**config.mk**
```make
export PLATFORM = sky130hd
export DESIGN_NAME = noc_flit_reader_flat
export DESIGN_NICKNAME = d
export VERILOG_FILES = /design/src/rtl/noc_flit_reader_if.sv /design/src/rtl/noc_flit_reader.sv /design/src/flat_wrapper.sv
export SDC_FILE = /design/constraint.sdc
export NUM_CORES = 1
export LEC_CHECK = 0
export CAP_MARGIN = 20
export CORE_MARGIN = 1.5
export CORE_UTILIZATION = 55
export DETAILED_ROUTE_END_ITERATION = 6
export GPL_ROUTABILITY_DRIVEN = 0
export PLACE_DENSITY_LB_ADDON = 0.08
export SLEW_MARGIN = 20
export SYNTH_ARGS = -nofsm -noshare
export SYNTH_HDL_FRONTEND = slang
export SYNTH_SLANG_ARGS = --single-unit
```
**constraint.sdc**
```tcl
create_clock -name clk -period 7.42 [get_ports clk]
set_clock_uncertainty 0.2 [all_clocks]
set_input_delay 1.855 -clock clk [delete_from_list [all_inputs] [get_ports clk]]
set_output_delay 1.855 -clock clk [all_outputs]
set_load 0.01 [all_outputs]
```
**src/rtl/noc_flit_reader_if.sv**
```systemverilog
// Output stream of the flit reader toward the switch allocator.
// Carries one flit and its framing/route sideband, with a valid/ready handshake.
interface noc_flit_reader_if #(
    parameter int DATA_WIDTH = 32
);
    logic                  out_valid;
    logic                  out_ready;
    logic [DATA_WIDTH-1:0] out_data;
    logic [4:0]            out_port;
    logic                  out_head;
    logic                  out_tail;

    modport master (
        output out_valid,
        output out_data,
        output out_port,
        output out_head,
        output out_tail,
        input  out_ready
    );

    modport slave (
        input  out_valid,
        input  out_data,
        input  out_port,
        input  out_head,
        input  out_tail,
        output out_ready
    );
endinterface

```
**src/rtl/noc_flit_reader.sv**
```systemverilog
// Read-side consumer of a router input FIFO. Pops flits, hides the RAM's one-cycle
// read latency behind a two-entry buffer, checks packet framing and tags every
// stored flit with a one-hot XY output-port select {L,S,N,W,E}.
module noc_flit_reader #(
    parameter int DATA_WIDTH = 32,
    parameter int LOCAL_X    = 0,
    parameter int LOCAL_Y    = 0
) (
    input  logic                  clk,
    input  logic                  rst,
    input  logic                  fifo_empty,
    input  logic [DATA_WIDTH-1:0] fifo_rd_data,
    output logic                  fifo_rd_en,
    noc_flit_reader_if.master     out_if,
    output logic                  err
);

    localparam logic [1:0] TYPE_HEAD = 2'b10;
    localparam logic [1:0] TYPE_TAIL = 2'b01;

    localparam logic [1:0] LOC_X = 2'(LOCAL_X);
    localparam logic       LOC_Y = 1'(LOCAL_Y);

    localparam logic [4:0] PORT_E = 5'b00001;
    localparam logic [4:0] PORT_W = 5'b00010;
    localparam logic [4:0] PORT_N = 5'b00100;
    localparam logic [4:0] PORT_S = 5'b01000;
    localparam logic [4:0] PORT_L = 5'b10000;

    typedef enum logic {
        IDLE,
        PKT
    } state_t;

    // Dimension-ordered routing: X is resolved completely before Y.
    function automatic logic [4:0] route_of(input logic [1:0] dst_x, input logic dst_y);
        logic [4:0] sel;
        if (dst_x > LOC_X)      sel = PORT_E;
        else if (dst_x < LOC_X) sel = PORT_W;
        else if (dst_y > LOC_Y) sel = PORT_S;
        else if (dst_y < LOC_Y) sel = PORT_N;
        else                    sel = PORT_L;
        return sel;
    endfunction

    state_t                state_q, state_d;
    logic [4:0]            route_q, route_d;
    logic                  inflight_q, inflight_d;
    logic                  err_q, err_d;
    logic [1:0]            occ_q, occ_d;
    logic                  rd_ptr_q, rd_ptr_d;
    logic [DATA_WIDTH-1:0] buf_data_q [2];
    logic [DATA_WIDTH-1:0] buf_data_d [2];
    logic [4:0]            buf_port_q [2];
    logic [4:0]            buf_port_d [2];
    logic [1:0]            buf_head_q, buf_head_d;
    logic [1:0]            buf_tail_q, buf_tail_d;

    logic                  out_valid;
    logic                  pop;
    logic [2:0]            pending;
    logic [1:0]            flit_type;
    logic                  store;
    logic [4:0]            flit_route;
    logic                  wr_idx;

    assign out_valid        = (occ_q != 2'd0);
    assign out_if.out_valid = out_valid;
    assign out_if.out_data  = buf_data_q[rd_ptr_q];
    assign out_if.out_port  = buf_port_q[rd_ptr_q];
    assign out_if.out_head  = buf_head_q[rd_ptr_q];
    assign out_if.out_tail  = buf_tail_q[rd_ptr_q];
    assign err              = err_q;

    // Issue a pop only when the flit it returns is guaranteed a free buffer slot.
    always_comb begin
        pop        = out_valid && out_if.out_ready;
        pending    = {1'b0, occ_q} + {2'b00, inflight_q} - {2'b00, pop};
        fifo_rd_en = !rst && !fifo_empty && (pending < 3'd2);
        inflight_d = fifo_rd_en && !fifo_empty;
    end

    // Framing check on the flit arriving from the RAM; decides store/drop and its route.
    always_comb begin
        flit_type  = fifo_rd_data[DATA_WIDTH-1 -: 2];
        store      = 1'b0;
        flit_route = route_q;
        state_d    = state_q;
        route_d    = route_q;
        err_d      = 1'b0;
        if (inflight_q) begin
            if (state_q == PKT && !flit_type[1]) begin
                store = 1'b1;
                if (flit_type == TYPE_TAIL) begin
                    state_d = IDLE;
                end
            end else begin
                if (state_q == PKT) begin
                    err_d = 1'b1;
                end
                if (flit_type[1]) begin
                    store      = 1'b1;
                    flit_route = route_of(fifo_rd_data[DATA_WIDTH-3 -: 2],
                                          fifo_rd_data[DATA_WIDTH-5]);
                    if (flit_type == TYPE_HEAD) begin
                        state_d = PKT;
                        route_d = flit_route;
                    end else begin
                        state_d = IDLE;
                    end
                end else begin
                    err_d = 1'b1;
                end
            end
        end
    end

    // Two-entry circular buffer: append behind the head entry, retire on handshake.
    always_comb begin
        buf_data_d = buf_data_q;
        buf_port_d = buf_port_q;
        buf_head_d = buf_head_q;
        buf_tail_d = buf_tail_q;
        wr_idx     = rd_ptr_q ^ occ_q[0];
        if (store) begin
            buf_data_d[wr_idx] = fifo_rd_data;
            buf_port_d[wr_idx] = flit_route;
            buf_head_d[wr_idx] = flit_type[1];
            buf_tail_d[wr_idx] = flit_type[0];
        end
        occ_d    = occ_q + {1'b0, store} - {1'b0, pop};
        rd_ptr_d = rd_ptr_q ^ pop;
    end

    // State registers; reset drops any buffered or in-flight flit and closes the packet.
    always_ff @(posedge clk or posedge rst) begin
        if (rst) begin
            state_q    <= IDLE;
            route_q    <= 5'd0;
            inflight_q <= 1'b0;
            err_q      <= 1'b0;
            occ_q      <= 2'd0;
            rd_ptr_q   <= 1'b0;
            buf_head_q <= 2'b00;
            buf_tail_q <= 2'b00;
            for (int i = 0; i < 2; i++) begin
                buf_data_q[i] <= '0;
                buf_port_q[i] <= 5'd0;
            end
        end else begin
            state_q    <= state_d;
            route_q    <= route_d;
            inflight_q <= inflight_d;
            err_q      <= err_d;
            occ_q      <= occ_d;
            rd_ptr_q   <= rd_ptr_d;
            buf_head_q <= buf_head_d;
            buf_tail_q <= buf_tail_d;
            buf_data_q <= buf_data_d;
            buf_port_q <= buf_port_d;
        end
    end

endmodule

```
**src/flat_wrapper.sv**
```systemverilog
// flat-port wrapper written by rule: the top's interface ports become plain ports
module noc_flit_reader_flat 
#(
    parameter int DATA_WIDTH = 32,
    parameter int LOCAL_X    = 0,
    parameter int LOCAL_Y    = 0
)
  (clk, rst, fifo_empty, fifo_rd_data, fifo_rd_en, err, out_if_out_valid, out_if_out_data, out_if_out_port, out_if_out_head, out_if_out_tail, out_if_out_ready);
  noc_flit_reader_if #(.DATA_WIDTH(DATA_WIDTH)) out_if_i ();
  input  logic clk;
  input  logic rst;
  input  logic fifo_empty;
  input  logic [DATA_WIDTH-1:0] fifo_rd_data;
  output logic fifo_rd_en;
  output logic err;
  output wire logic [$bits(out_if_i.out_valid)-1:0] out_if_out_valid;
  output wire logic [$bits(out_if_i.out_data)-1:0] out_if_out_data;
  output wire logic [$bits(out_if_i.out_port)-1:0] out_if_out_port;
  output wire logic [$bits(out_if_i.out_head)-1:0] out_if_out_head;
  output wire logic [$bits(out_if_i.out_tail)-1:0] out_if_out_tail;
  input wire logic [$bits(out_if_i.out_ready)-1:0] out_if_out_ready;
  assign out_if_out_valid = out_if_i.out_valid;
  assign out_if_out_data = out_if_i.out_data;
  assign out_if_out_port = out_if_i.out_port;
  assign out_if_out_head = out_if_i.out_head;
  assign out_if_out_tail = out_if_i.out_tail;
  assign out_if_i.out_ready = out_if_out_ready;
  noc_flit_reader #(.DATA_WIDTH(DATA_WIDTH), .LOCAL_X(LOCAL_X), .LOCAL_Y(LOCAL_Y)) u_core (.clk(clk), .rst(rst), .fifo_empty(fifo_empty), .fifo_rd_data(fifo_rd_data), .fifo_rd_en(fifo_rd_en), .out_if(out_if_i), .err(err));
endmodule
```
==> out/qor.csv, run 1 <==
stage,metric,value,unit
global_route,Tot GR Track Use,0.198,
setup_path,critical path endpoint category,primary output,
sta,f_max,156,MHz
sta,total negative slack,0,ns
yosys,Cells after Synth,244,
yosys,Netlist cell types,30,
placement,Final HPWL DP,4.04,mm
global_route,gr ovfl total,0,
setup_path,CP required,5.37,ns
global_route,vias in the first global route,2309,
clock_tree,Post-CTS Hold Fix Bufs,0,
clock_tree,TritonCTS clock tree,built,
placement,Inst Count DP,385,
layout,area of the multi-input gates,0.00151,mm2
yosys,Synth area leader,dfrtp_1,
min_path,Worst Hold Class,flip-flop to flip-flop,
setup_path,Worst EP arrival,4.35,ns
sta,Final Hold Fails,0,
detailed_routing,starting DRC count in detailed routing,63,
layout,"most common cell after layout, fill and taps aside",mux2_2,
detailed_routing,routed vias/inst,5.41,
setup_path,startpoint types,primary input,
clock_tree,clk sink count,79,
clock_tree,"Clk pin slew, worst setup/hold paths",0.08,ns
clock_tree,post-cts gate resize count,0,
layout,"Core Util, Final",0.727,
layout,area delta synth->final,27.6,%
clock_tree,root cell of the clock tree,clkbuf_8,
yosys,sequential area share after synthesis,0.547,
power,combinational share of power,0.453,
yosys,"Top FF cell, synth",dfrtp_1,
power,switching pwr,0.000614,W
setup_path,Crit Path Max Fanout,3,
yosys,Synth Cell Area,0.00362,mm2
yosys,register bit total from synthesis,79,
setup_path,CP Class,primary input to primary output,
global_route,largest net degree at the start of global routing,80,
min_path,hold path startpoint,u_core.buf_data_q[25],
detailed_routing,WL/cell,15.8,um
sta,period utilisation layout,0.863,
power,pwr dens,454,mW/mm2
layout,Layout Cells excl Fill,400,
yosys,Mean Syn Cell Area,14.8,um2
yosys,Post-synth EDFFs,0,
floorplan,die width,84.1,um
global_route,first-pass GRT wire length,11.0,mm
floorplan,Ports,78,
outcome,status,completed,
layout,antenna cell count,0,
yosys,Async SR Flop Fraction,1.00,
power,Reg power frac,0.375,
detailed_routing,DRC Markers,0,
detailed_routing,DRT antenna net count,0,
sta,Worst slew margin,0.347,
layout,Nets,361,
floorplan,Starting Density,0.569,
clock_tree,# H-tree levels,3,
power,Peak VDD IR,0.000334,V
layout,"commonest cells after routing, fill and taps aside","mux2_2 (106), dfrtp_1 (78), clkdlybuf4s50_1 (75), clkbuf_8 (12), inv_1 (8)",
clock_tree,number of buffers created by CTS,9,
detailed_routing,routed vias,2165,
sta,# setup viols final,0,
sta,RSZ-0062 raised after global routing,no,
global_route,antenna violations before repair,0,
layout,Reg area,0.00198,mm2
floorplan,core area,0.00635,mm2
floorplan,Die Y,84.1,um
layout,Fill cells,446,
power,internal power,0.00148,W
clock_tree,CTS Buffer Depth,2,
run,max-cap violations,0,
yosys,ranking of synthesized cells by area,"dfrtp_1 (55%), mux2_2 (33%), ha_1 (1.7%)",
layout,layout cell share with drive strength beyond 1,0.402,
yosys,Yosys top cell area share,0.547,
floorplan,die area,0.00707,mm2
clock_tree,Post-CTS Setup Bufs,0,
placement,port buffer count,75,
setup_path,Worst Setup SP,out_if_out_ready,
setup_path,Worst R2R Start,u_core.rd_ptr_q,
clock_tree,clock latency on the worst-skew pair,0.34,ns
power,Switching Share,0.293,
power,Clock power frac,0.172,
sta,measured slew at the worst slew-check pin,0.980,ns
yosys,Syn. warnings,0,
sta,Tmin final,6.40,ns
setup_path,FF-to-FF setup slack,4.50,ns
detailed_routing,Initial DRT Pass Iterations,4,
sta,max-slew violations,0,
detailed_routing,WL final,6.33,mm
floorplan,Rows,29,
power,Leak,2.00,nW
==> worst max-delay path, stage by stage <==
cell and delay, ns:
clkdlybuf4s50_1 0.45, and2_1 0.18, ha_1 0.24, or2b_1 0.24
fa_1 0.40, xor2_1 0.16, nor4b_1 0.25, clkdlybuf4s50_1 0.58
==> routing by layer <==
metal | wire length (um) | global-route usage | vias to the layer above
met2 | 3050 | 0.319 | 51
met3 | 347 | 0.0593 | 10
met4 | 91 | 0.0760 | 0
met5 | 0 | 0 | -
li1 | - | - | 999
met1 | 2840 | 0.251 | 1105
==> stage by stage <==
step | hold slack, ns | cell area (um2) | worst slack [ns] | total power, W
floorplan | 0.252 | 3620 | 1.86 | 0.00137
global placement | 0.263 | 4390 | 1.06 | 0.00173
detailed placement | 0.271 | 4390 | 0.999 | 0.00176
CTS | 0.292 | 4620 | 0.994 | 0.00213
global route | 0.315 | 4620 | 0.799 | 0.00224
finish | 0.286 | 4620 | 1.02 | 0.00210
==> registers in the layout, summed over array words and instances, names as in the netlist <==
name	cells
u_core.state_q	1
u_core.buf_tail_q	1
u_core.err	1
u_core.buf_port_q	6
u_core.buf_data_q	61
u_core.rd_ptr_q	1
u_core.inflight_q	1
u_core.buf_head_q	2
u_core.occ_q	2
u_core.route_q	3
==> area by class of cell <==
class                           count  area share
Tap cell                           77      0.0209
Clock buffer                       12      0.0358
Sequential cell                    79       0.429
Clock inverter                      3      0.0141
Multi-Input combinational cell    143       0.327
Inverter                            9     0.00759
Timing Repair Buffer               77       0.166
==> cell usage after synthesis (all sizes together) (2+ instances only) <==
master,n
nor3,2
xor2,3
xnor2,3
a21oi,2
mux2,107
inv,9
dfrtp,79
nor4b,2
nand2,2
nor2,3
ha,5
mux2i,2
buf,14
==> power by group through the flow <==
stage / sequential, W / combinational [W] / clock, W
2_1_floorplan: 0.000721 / 0.000647 / 0
3_3_place_gp: 0.000785 / 0.000946 / 0
3_5_place_dp: 0.000795 / 0.000963 / 0
4_1_cts: 0.000788 / 0.000969 / 0.000370
5_1_grt: 0.000818 / 0.00103 / 0.000389
6_report: 0.000786 / 0.000951 / 0.000360
==> cells by family after synthesis <==
logic type	share of synthesized area
flip-flops	0.547
XOR/XNOR	0.0166
adder cells (fa/ha/maj)	0.0228
multiplexers	0.339
other	0.00104
AND/OR/NAND/NOR	0.0332
buffers and inverters	0.0367
AO/OA/AOI/OAI	0.00415
==> worst paths after layout <==
check	end	cells past startpoint
max reg2reg	u_core.buf_head_q[1]	4
max in group asynchronous	u_core.rd_ptr_q	3
min reg2reg	u_core.buf_data_q[25]	1
min	u_core.buf_data_q[25]	1
min in group asynchronous	u_core.occ_q[1]	3
max	fifo_rd_en	8
(Power assumes the default switching activity.)
==> run 2, diff against run 1 <==
--- a/config.mk
+++ b/config.mk
@@ -7,7 +7,7 @@
 export LEC_CHECK = 0
 export CAP_MARGIN = 20
 export CORE_MARGIN = 1.5
-export CORE_UTILIZATION = 55
+export CORE_UTILIZATION = 44
 export DETAILED_ROUTE_END_ITERATION = 6
 export GPL_ROUTABILITY_DRIVEN = 0
 export PLACE_DENSITY_LB_ADDON = 0.08
==> run 2 against run 1 <==
Against the previous run: clock power down 10%; die area up 24%; sequential power down 0.5%; sequential share of layout area down 0.093 points; critical path depth unchanged; combinational power up 0.4%; core utilization down 14 points; global-route usage down 3.4 points.
==> out/qor.csv, run 2 (synthesis results as in run 1) <==
stage,metric,value,unit,change
sta,Tmin final,6.42,ns,was 6.40 ns
global_route,largest net degree at the start of global routing,80,,unchanged
sta,measured slew at the worst slew-check pin,0.954,ns,was 0.980 ns
sta,RSZ-0062 raised after global routing,no,,unchanged
power,pwr dens,446,mW/mm2,was 454 mW/mm2
layout,finished layout cell area,0.00463,mm2,was 0.00462 mm2
placement,Inst Count DP,410,,was 385
floorplan,die width,93.7,um,was 84.1 um
detailed_routing,WL final,6.54,mm,was 6.33 mm
layout,antenna cell count,0,,unchanged
detailed_routing,DRC Markers,0,,unchanged
min_path,Worst Hold Class,flip-flop to flip-flop,,unchanged
setup_path,critical path endpoint category,primary output,,unchanged
floorplan,Starting Density,0.461,,was 0.569
setup_path,Crit Path Max Fanout,3,,unchanged
layout,"most common cell after layout, fill and taps aside",mux2_2,,unchanged
clock_tree,root cell of the clock tree,clkbuf_8,,unchanged
clock_tree,clk sink count,79,,unchanged
clock_tree,"Clk pin slew, worst setup/hold paths",0.08,ns,about the same
sta,total negative slack,0,ns,unchanged
sta,max-slew violations,0,,unchanged
layout,Nets,361,,unchanged
layout,Largest regs,"u_core.buf_data_q x61, u_core.buf_port_q x6, u_core.route_q x3",,unchanged
power,Leak,1.99,nW,was 2.00 nW
sta,Final Hold Fails,0,,unchanged
global_route,vias in the first global route,2315,,was 2309
setup_path,Worst EP arrival,4.37,ns,was 4.35 ns
sta,Worst slew margin,0.364,,was 0.347
clock_tree,clock latency on the worst-skew pair,0.34,ns,about the same
clock_tree,Post-CTS Hold Fix Bufs,0,,unchanged
detailed_routing,DRT antenna net count,0,,unchanged
setup_path,startpoint types,primary input,,unchanged
layout,Layout Cells excl Fill,426,,was 400
floorplan,core area,0.00785,mm2,was 0.00635 mm2
detailed_routing,routed vias/inst,5.00,,was 5.41
clock_tree,TritonCTS clock tree,built,,unchanged
global_route,first-pass GRT wire length,11.0,mm,about the same
placement,Final HPWL DP,4.07,mm,was 4.04 mm
global_route,gr ovfl total,0,,unchanged
clock_tree,number of buffers created by CTS,9,,unchanged
floorplan,Rows,32,,was 29
layout,layout cell share with drive strength beyond 1,0.404,,was 0.402
clock_tree,post-cts gate resize count,0,,unchanged
clock_tree,# H-tree levels,3,,unchanged
sta,# setup viols final,0,,unchanged
clock_tree,CTS Buffer Depth,2,,unchanged
layout,"commonest cells after routing, fill and taps aside","mux2_2 (106), dfrtp_1 (78), clkdlybuf4s50_1 (75), clkbuf_8 (10), inv_1 (8)",,"was mux2_2 (106), dfrtp_1 (78), clkdlybuf4s50_1 (75), clkbuf_8 (12), inv_1 (8)"
detailed_routing,starting DRC count in detailed routing,31,,was 63
run,max-cap violations,0,,unchanged
power,Peak VDD IR,0.000196,V,was 0.000334 V
detailed_routing,Initial DRT Pass Iterations,4,,unchanged
layout,largest reg by FF count,u_core.buf_data_q,,unchanged
sta,period utilisation layout,0.866,,was 0.863
placement,port buffer count,75,,unchanged
floorplan,die area,0.00877,mm2,was 0.00707 mm2
floorplan,Die Y,93.7,um,was 84.1 um
placement,placed cell area,0.00442,mm2,was 0.00439 mm2
sta,f_max,156,MHz,about the same
global_route,Tot GR Track Use,0.164,,was 0.198
floorplan,Ports,78,,unchanged
power,total power,0.00206,W,was 0.00210 W
detailed_routing,WL/cell,15.4,um,was 15.8 um
detailed_routing,routed vias,2129,,was 2165
global_route,antenna violations before repair,0,,unchanged
layout,max FFs per register,61,,unchanged
setup_path,CP required,5.37,ns,about the same
setup_path,CP Class,primary input to primary output,,unchanged
clock_tree,Post-CTS Setup Bufs,0,,unchanged
layout,area delta synth->final,27.9,%,was 27.6%
outcome,status,completed,,unchanged
run 2: final cells by class:
class	instances	area [um2]
Clock inverter	6	67.6
Fill cell	687	3220
Timing Repair Buffer	77	769
Multi-Input combinational cell	143	1510
Inverter	9	35.0
Sequential cell	79	1980
Clock buffer	10	138
Tap cell	102	128
run 2: final timing paths:
kind | from | to | slack (ns) | depth (start not counted)
min | u_core.buf_data_q[57] | u_core.buf_data_q[57] | 0.30 | 1
max | out_if_out_ready | fifo_rd_en | 1.0 | 8
max in group asynchronous | rst | u_core.rd_ptr_q | 4.62 | 3
min reg2reg | u_core.buf_data_q[57] | u_core.buf_data_q[57] | 0.30 | 1
min in group asynchronous | rst | u_core.inflight_q | 1.87 | 3
max reg2reg | u_core.rd_ptr_q | u_core.buf_data_q[17] | 4.55 | 4
run 2: metal layers:
| layer | track usage | part of all wire |
|---|---|---|
| met3 | 0.0680 | 0.070 |
| met5 | 0 | 0 |
| met1 | 0.199 | 0.44 |
| met4 | 0.0448 | 0.011 |
| met2 | 0.269 | 0.48 |
run 2: worst max-delay path, cell delays in order:
cell             delay (ns)
clkdlybuf4s50_1        0.45
and2_1                 0.18
ha_1                   0.24
or2b_1                 0.24
fa_1                   0.41
xor2_1                 0.16
nor4b_1                0.24
clkdlybuf4s50_1        0.58
run 2: report_power, final:
part	internal [W]	switching [W]
clock	0.000166	0.000158
sequential	0.000642	0.000140
combinational	0.000628	0.000327
run 2: through the flow:
step | util | hold WS, ns | setup WS (ns)
after floorplan | - | 0.252 | 1.86
after global placement | 0.563 | 0.265 | 1.03
after detailed placement | 0.563 | 0.288 | 0.967
after CTS | 0.589 | 0.307 | 0.965
after global routing | 0.589 | 0.320 | 0.887
final | 0.589 | 0.304 | 0.996
==> run 3, diff against run 2 <==
--- a/config.mk
+++ b/config.mk
@@ -7,10 +7,11 @@
 export LEC_CHECK = 0
 export CAP_MARGIN = 20
 export CORE_MARGIN = 1.5
-export CORE_UTILIZATION = 44
+export CORE_UTILIZATION = 55
 export DETAILED_ROUTE_END_ITERATION = 6
 export GPL_ROUTABILITY_DRIVEN = 0
 export PLACE_DENSITY_LB_ADDON = 0.08
+export SKIP_LAST_GASP = 1
 export SLEW_MARGIN = 20
 export SYNTH_ARGS = -nofsm -noshare
 export SYNTH_HDL_FRONTEND = slang
==> results of run 3 <==
The final DEF is identical to that of run 1; final timing and power are the same.
